## src/rtl/kseq_pkg.sv

```systemverilog
// Shared types and default widths for the sequential Karatsuba multiplier.
package kseq_pkg;

  typedef enum logic [2:0] {
    IDLE,
    MUL_P,
    MUL_Q,
    MUL_T,
    COMBINE,
    DONE
  } kseq_state_e;

  localparam int KSEQ_N_DEF     = 32;
  localparam int KSEQ_CNT_W_DEF = 16;

endpackage

```

## src/rtl/kseq_mul_core.sv

```systemverilog
// Shared unsigned W x W multiplier; KSEQ_MUL_PIPE_EN adds one output register stage.
module kseq_mul_core #(
  parameter int W = 17
) (
`ifdef KSEQ_MUL_PIPE_EN
  input  logic             clk,
  input  logic             rst,
`endif
  input  logic [W-1:0]     a,
  input  logic [W-1:0]     b,
  output logic [2*W-1:0]   prod
);

`ifdef KSEQ_MUL_PIPE_EN
  logic [2*W-1:0] prod_reg;

  always_ff @(posedge clk) begin
    if (rst) begin
      prod_reg <= '0;
    end else begin
      prod_reg <= a * b;
    end
  end

  assign prod = prod_reg;
`else
  assign prod = a * b;
`endif

endmodule

```

## src/rtl/karatsuba_seq_ctrl.sv

```systemverilog
// Sequential Karatsuba NxN multiplier: three passes through one (N/2+1)-bit multiplier.
// Build option KSEQ_MUL_PIPE_EN registers the multiplier and stretches each pass to 2 cycles.
module karatsuba_seq_ctrl
  import kseq_pkg::*;
#(
  parameter int N     = KSEQ_N_DEF,
  parameter int M     = 2 * N,
  parameter int CNT_W = KSEQ_CNT_W_DEF
) (
  input  logic             clk_i,
  input  logic             rst_i,
  input  logic             in_valid_i,
  output logic             in_ready_o,
  input  logic [N-1:0]     num1_i,
  input  logic [N-1:0]     num2_i,
  output logic             out_valid_o,
  input  logic             out_ready_i,
  output logic [M-1:0]     resul_o,
  input  logic             flush_i,
  output logic             busy_o,
  output logic [CNT_W-1:0] op_cnt_o
);

  localparam int H = N / 2;
  localparam int W = H + 1;

  kseq_state_e      state_reg;
  logic [H-1:0]     hi1_reg, lo1_reg, hi2_reg, lo2_reg;
  logic [N-1:0]     p_reg, q_reg;
  logic [N+1:0]     t_reg;
  logic [M-1:0]     resul_reg;
  logic             in_ready_reg, out_valid_reg, busy_reg;
  logic [CNT_W-1:0] op_cnt_reg;

  logic [W-1:0]     mul_a, mul_b;
  logic [2*W-1:0]   mul_prod;
  logic             pass_done;
  logic [N+1:0]     mid;
  logic [M-1:0]     sum;

  always_comb begin
    mul_a = '0;
    mul_b = '0;
    case (state_reg)
      MUL_P: begin
        mul_a = {1'b0, hi1_reg};
        mul_b = {1'b0, hi2_reg};
      end
      MUL_Q: begin
        mul_a = {1'b0, lo1_reg};
        mul_b = {1'b0, lo2_reg};
      end
      MUL_T: begin
        mul_a = {1'b0, hi1_reg} + {1'b0, lo1_reg};
        mul_b = {1'b0, hi2_reg} + {1'b0, lo2_reg};
      end
      default: ;
    endcase
  end

  kseq_mul_core #(.W(W)) u_mul (
`ifdef KSEQ_MUL_PIPE_EN
    .clk  (clk_i),
    .rst  (rst_i),
`endif
    .a    (mul_a),
    .b    (mul_b),
    .prod (mul_prod)
  );

`ifdef KSEQ_MUL_PIPE_EN
  logic sub_reg;
  assign pass_done = sub_reg;
`else
  assign pass_done = 1'b1;
`endif

  // Cross term is never negative; any carry above M bits is zero for a true product.
  assign mid = t_reg - {2'b00, p_reg} - {2'b00, q_reg};
  assign sum = (M'(p_reg) << N) + (M'(mid) << H) + M'(q_reg);

  always_ff @(posedge clk_i) begin
    if (rst_i) begin
      state_reg     <= IDLE;
      hi1_reg       <= '0;
      lo1_reg       <= '0;
      hi2_reg       <= '0;
      lo2_reg       <= '0;
      p_reg         <= '0;
      q_reg         <= '0;
      t_reg         <= '0;
      resul_reg     <= '0;
      in_ready_reg  <= 1'b1;
      out_valid_reg <= 1'b0;
      busy_reg      <= 1'b0;
      op_cnt_reg    <= '0;
`ifdef KSEQ_MUL_PIPE_EN
      sub_reg       <= 1'b0;
`endif
    end else if (flush_i) begin
      state_reg     <= IDLE;
      in_ready_reg  <= 1'b1;
      out_valid_reg <= 1'b0;
      busy_reg      <= 1'b0;
`ifdef KSEQ_MUL_PIPE_EN
      sub_reg       <= 1'b0;
`endif
    end else begin
`ifdef KSEQ_MUL_PIPE_EN
      sub_reg <= (state_reg == MUL_P || state_reg == MUL_Q || state_reg == MUL_T) ? !sub_reg : 1'b0;
`endif
      case (state_reg)
        IDLE: begin
          if (in_valid_i) begin
            {hi1_reg, lo1_reg} <= num1_i;
            {hi2_reg, lo2_reg} <= num2_i;
            state_reg          <= MUL_P;
            in_ready_reg       <= 1'b0;
            busy_reg           <= 1'b1;
          end
        end
        MUL_P: begin
          if (pass_done) begin
            p_reg     <= mul_prod[N-1:0];
            state_reg <= MUL_Q;
          end
        end
        MUL_Q: begin
          if (pass_done) begin
            q_reg     <= mul_prod[N-1:0];
            state_reg <= MUL_T;
          end
        end
        MUL_T: begin
          if (pass_done) begin
            t_reg     <= mul_prod;
            state_reg <= COMBINE;
          end
        end
        COMBINE: begin
          resul_reg     <= sum;
          out_valid_reg <= 1'b1;
          state_reg     <= DONE;
        end
        DONE: begin
          if (out_ready_i) begin
            op_cnt_reg    <= op_cnt_reg + 1'b1;
            out_valid_reg <= 1'b0;
            in_ready_reg  <= 1'b1;
            busy_reg      <= 1'b0;
            state_reg     <= IDLE;
          end
        end
        default: begin
          state_reg     <= IDLE;
          in_ready_reg  <= 1'b1;
          out_valid_reg <= 1'b0;
          busy_reg      <= 1'b0;
        end
      endcase
    end
  end

  assign in_ready_o  = in_ready_reg;
  assign out_valid_o = out_valid_reg;
  assign busy_o      = busy_reg;
  assign resul_o     = resul_reg;
  assign op_cnt_o    = op_cnt_reg;

endmodule

```

## config.mk

```make
export PLATFORM = sky130hd
export DESIGN_NAME = karatsuba_seq_ctrl
export DESIGN_NICKNAME = d
export VERILOG_FILES = /design/src/rtl/kseq_pkg.sv /design/src/rtl/kseq_mul_core.sv /design/src/rtl/karatsuba_seq_ctrl.sv
export SDC_FILE = /design/constraint.sdc
export NUM_CORES = 1
export LEC_CHECK = 0
export ABC_AREA = 1
export CAP_MARGIN = 20
export CORE_ASPECT_RATIO = 0.9
export CORE_MARGIN = 2
export CORE_UTILIZATION = 55
export CTS_CLUSTER_DIAMETER = 120
export CTS_CLUSTER_SIZE = 8
export DETAILED_ROUTE_END_ITERATION = 10
export GPL_TIMING_DRIVEN = 0
export PLACE_DENSITY = 0.77
export SETUP_SLACK_MARGIN = 0.02
export SLEW_MARGIN = 30
export SYNTH_ARGS = -nofsm -noshare
export SYNTH_HDL_FRONTEND = slang
export SYNTH_SLANG_ARGS = --single-unit
```

## constraint.sdc

```tcl
create_clock -name clk_i -period 6.9 [get_ports clk_i]
set_input_delay 1.035 -clock clk_i [delete_from_list [all_inputs] [get_ports clk_i]]
set_output_delay 1.035 -clock clk_i [all_outputs]
set_load 0.1 [all_outputs]
```

==> impl_metrics.yaml <==
status:
  outcome: "finished clean"
place:
  portBuffers: 150
  hpwl_mm: 78.1
  place_area_um2: 29800
  dp_cells: 4855
  routabilityCongestion: 1.02
floorplan:
  initial_core_util_pct: 55.8
  core.rowCount: 77
  dieArea_um2: 51800
  coreArea_um2: 49200
  io-pin-count: 152
  die-height_um: 216
  die_w_um: 240
global_routing:
  grt.met2_usage_pct: 52.9
  grt_usage_pct: 37.5
  met3_usage_pct: 11.7
  grt_max_degree: 11
  grtUsageMet1_pct: 55.1
  grt_pass1_wl_mm: 147
  grt-ovfl-total: 0
  antenna_found_initial: 4
  grt_pass1_vias: 25600
  grt-busiest-layer: "met1"
routing:
  viasPerCell: 5.56
  firstDrtPassIters: 6
  routed_wl_mm: 98.5
  ant_nets: 0
  drt_iter0_drc: 3243
  dr_total_vias: 27700
  drc_errors: 0
  wire_per_inst_um: 19.8
yosys:
  synthDistinctLibCells: 52
  yosysSeqAreaShare_pct: 18.1
  synth-seq-cells: 248
  syn_nets: 4572
  synth.yosys.warnings: 0
  avgSynthCellArea_um2: 6.82
  synth_edf_count: 0
  synthesis.instances: 4034
  synth-main-ff-cell: "dfxtp_1"
  synth_area_um2: 27500
  synthArstFlopShare_pct: 0
timing:
  slew_violations: 0
  hold_violations: 0
  slew_headroom_pct: 31.0
  tightest_slew_ps: 1040
  tns_ps: 0
  clock_skew_ps: 36.8
  fin_crit_ps: 6870
  period_share_pct: 99.5
  fmax_mhz: 146
  rsz0062_at_grt: "yes"
  finalSetupViolations: 0
cts:
  path_clk_slew_ps: 50
  postCtsHoldBufs: 0
  cts_buffers: 36
  clockRootBuffer: "clkbuf_16"
  clock_path_buffers: 3
  clkLatencyLatePin_ps: 570
  clock-sinks: 248
  cts_tree: "built"
  cts_htree_levels: 2
layout:
  layout_commonest_cell: "nand2_1"
  utilization_pct: 67.2
  nets: 4844
  layout-drive-gt1-share_pct: 11.5
  instances_no_fill: 4977
  multi_input_area_um2: 20200
  design_area_um2: 33100
  regArea_um2: 5010
  n_fill_cell: 4371
  n_antenna_cell: 0
  synthToLayoutAreaGrowth_pct: 20.3
  largest_register_ffs: 64
  layout_common_cells: "885 x nand2_1, 787 x inv_1, 431 x nor2_1, 251 x fa_1, 227 x a21oi_1"
power:
  power-per-cell-area_nw_per_um2: 147
  max-vdd-ir-drop_v: 0.000159
  power.total_mw: 4.87
  p_leak_nw: 16.9
critical_path:
  crit_path_max_incr_delay_ps: 540
  end_kind: "flop"
  cp.arrival_ps: 7330
  critPathTopFamily: "adder cells"
  cp.buffers_inverters: 8
  worst-setup-path-type: "reg2reg"
  worstPathRequired_ps: 7360
  path_max_fanout: 10
  worst_setup_path_start_kind: "flop"
  cp_slowest_cell: "fa_1"
hold_path:
  min_path_type: "reg2reg"
flow_run:
  max-cap-violations: 0
[where the power goes]
part | switching (mW) | leakage, nW | internal, mW | total [mW]
registers | 0.0567 | 2.02 | 1.48 | 1.53
logic | 1.21 | 14.4 | 0.557 | 1.77
clock network | 0.650 | 0.455 | 0.917 | 1.57
[kinds of logic after synthesis]
family / synth area share, %
adder cells (fa/ha/maj): 28.4
buffers and inverters: 13.4
AND/OR/NAND/NOR: 25.4
AO/OA/AOI/OAI: 12.8
XOR/XNOR: 1.91
flip-flops: 18.1
[worst reg2reg max path: cells and delay by family (launching register included)]
kind	cells	cell delay, ps
fa+ha+maj	8	3630
simple gates	12	1450
buf+inv	8	640
compound gates	3	480
flops	1	360
xor+xnor	1	210
[path summary, 6_finish.rpt]
kind	start	endpoint	slack [ps]	depth (start not counted)
worst min register to register	op_cnt_o[15]	op_cnt_o[15]	480	2
worst min-delay path	op_cnt_o[15]	op_cnt_o[15]	480	2
worst max register to register	hi1_reg[2]	p_reg[18]	30	32
worst max-delay path	hi1_reg[2]	p_reg[18]	30	32
[per-stage QoR]
stage	hold slack, ps	worst slack [ps]
5_1_grt	504	-127
2_1_floorplan	443	503
3_3_place_gp	459	-539
3_5_place_dp	470	-529
4_1_cts	482	-10.7
6_report	477	31.5
[cell type report]
cell class	count	share of cell area, %
repair buffers	234	6.73
well taps	671	2.54
plain buffers	109	2.19
flip-flops and latches	248	15.1
inverters	825	9.46
multi-input cells	2852	61.1
clock buffers	36	2.72
clock inverters	2	0.0757
[Yosys cell counts (all sizes together), types with 8 or more instances]
cell,number,area share (%)
nor2,463,6.5
and2,11,0.25
o211ai,12,0.33
dfxtp,248,18
clkbuf,48,0.66
nand2,965,13
inv,825,11
nand3,205,3.9
o21a,26,0.71
ha,210,9.6
nand3b,8,0.22
xnor2,10,0.32
a22o,24,0.76
a21o,14,0.38
a21oi,258,4.7
buf,61,1.5
xor2,50,1.6
fa,259,19
o21ai,243,4.4
nor3,17,0.33
nand4,25,0.62
o21bai,30,0.87
[metal layers]
metal  up-vias  part of all wire, %
met5         -                0.026
met4         4                  3.2
met3       199                   13
met2      1453                   40
met1     13000                   43
li1      13000                    -
[what timing repair did]
action / 4_1_cts / 5_1_grt
pin swaps: 25 / 138
setup endpoints to repair: 59 / 68
endpoints found under the hold margin: 0 / 0
buffers inserted: 19 / 65
gates resized for setup: 107 / 303
No activity file was read; power rests on OpenSTA's default activity.
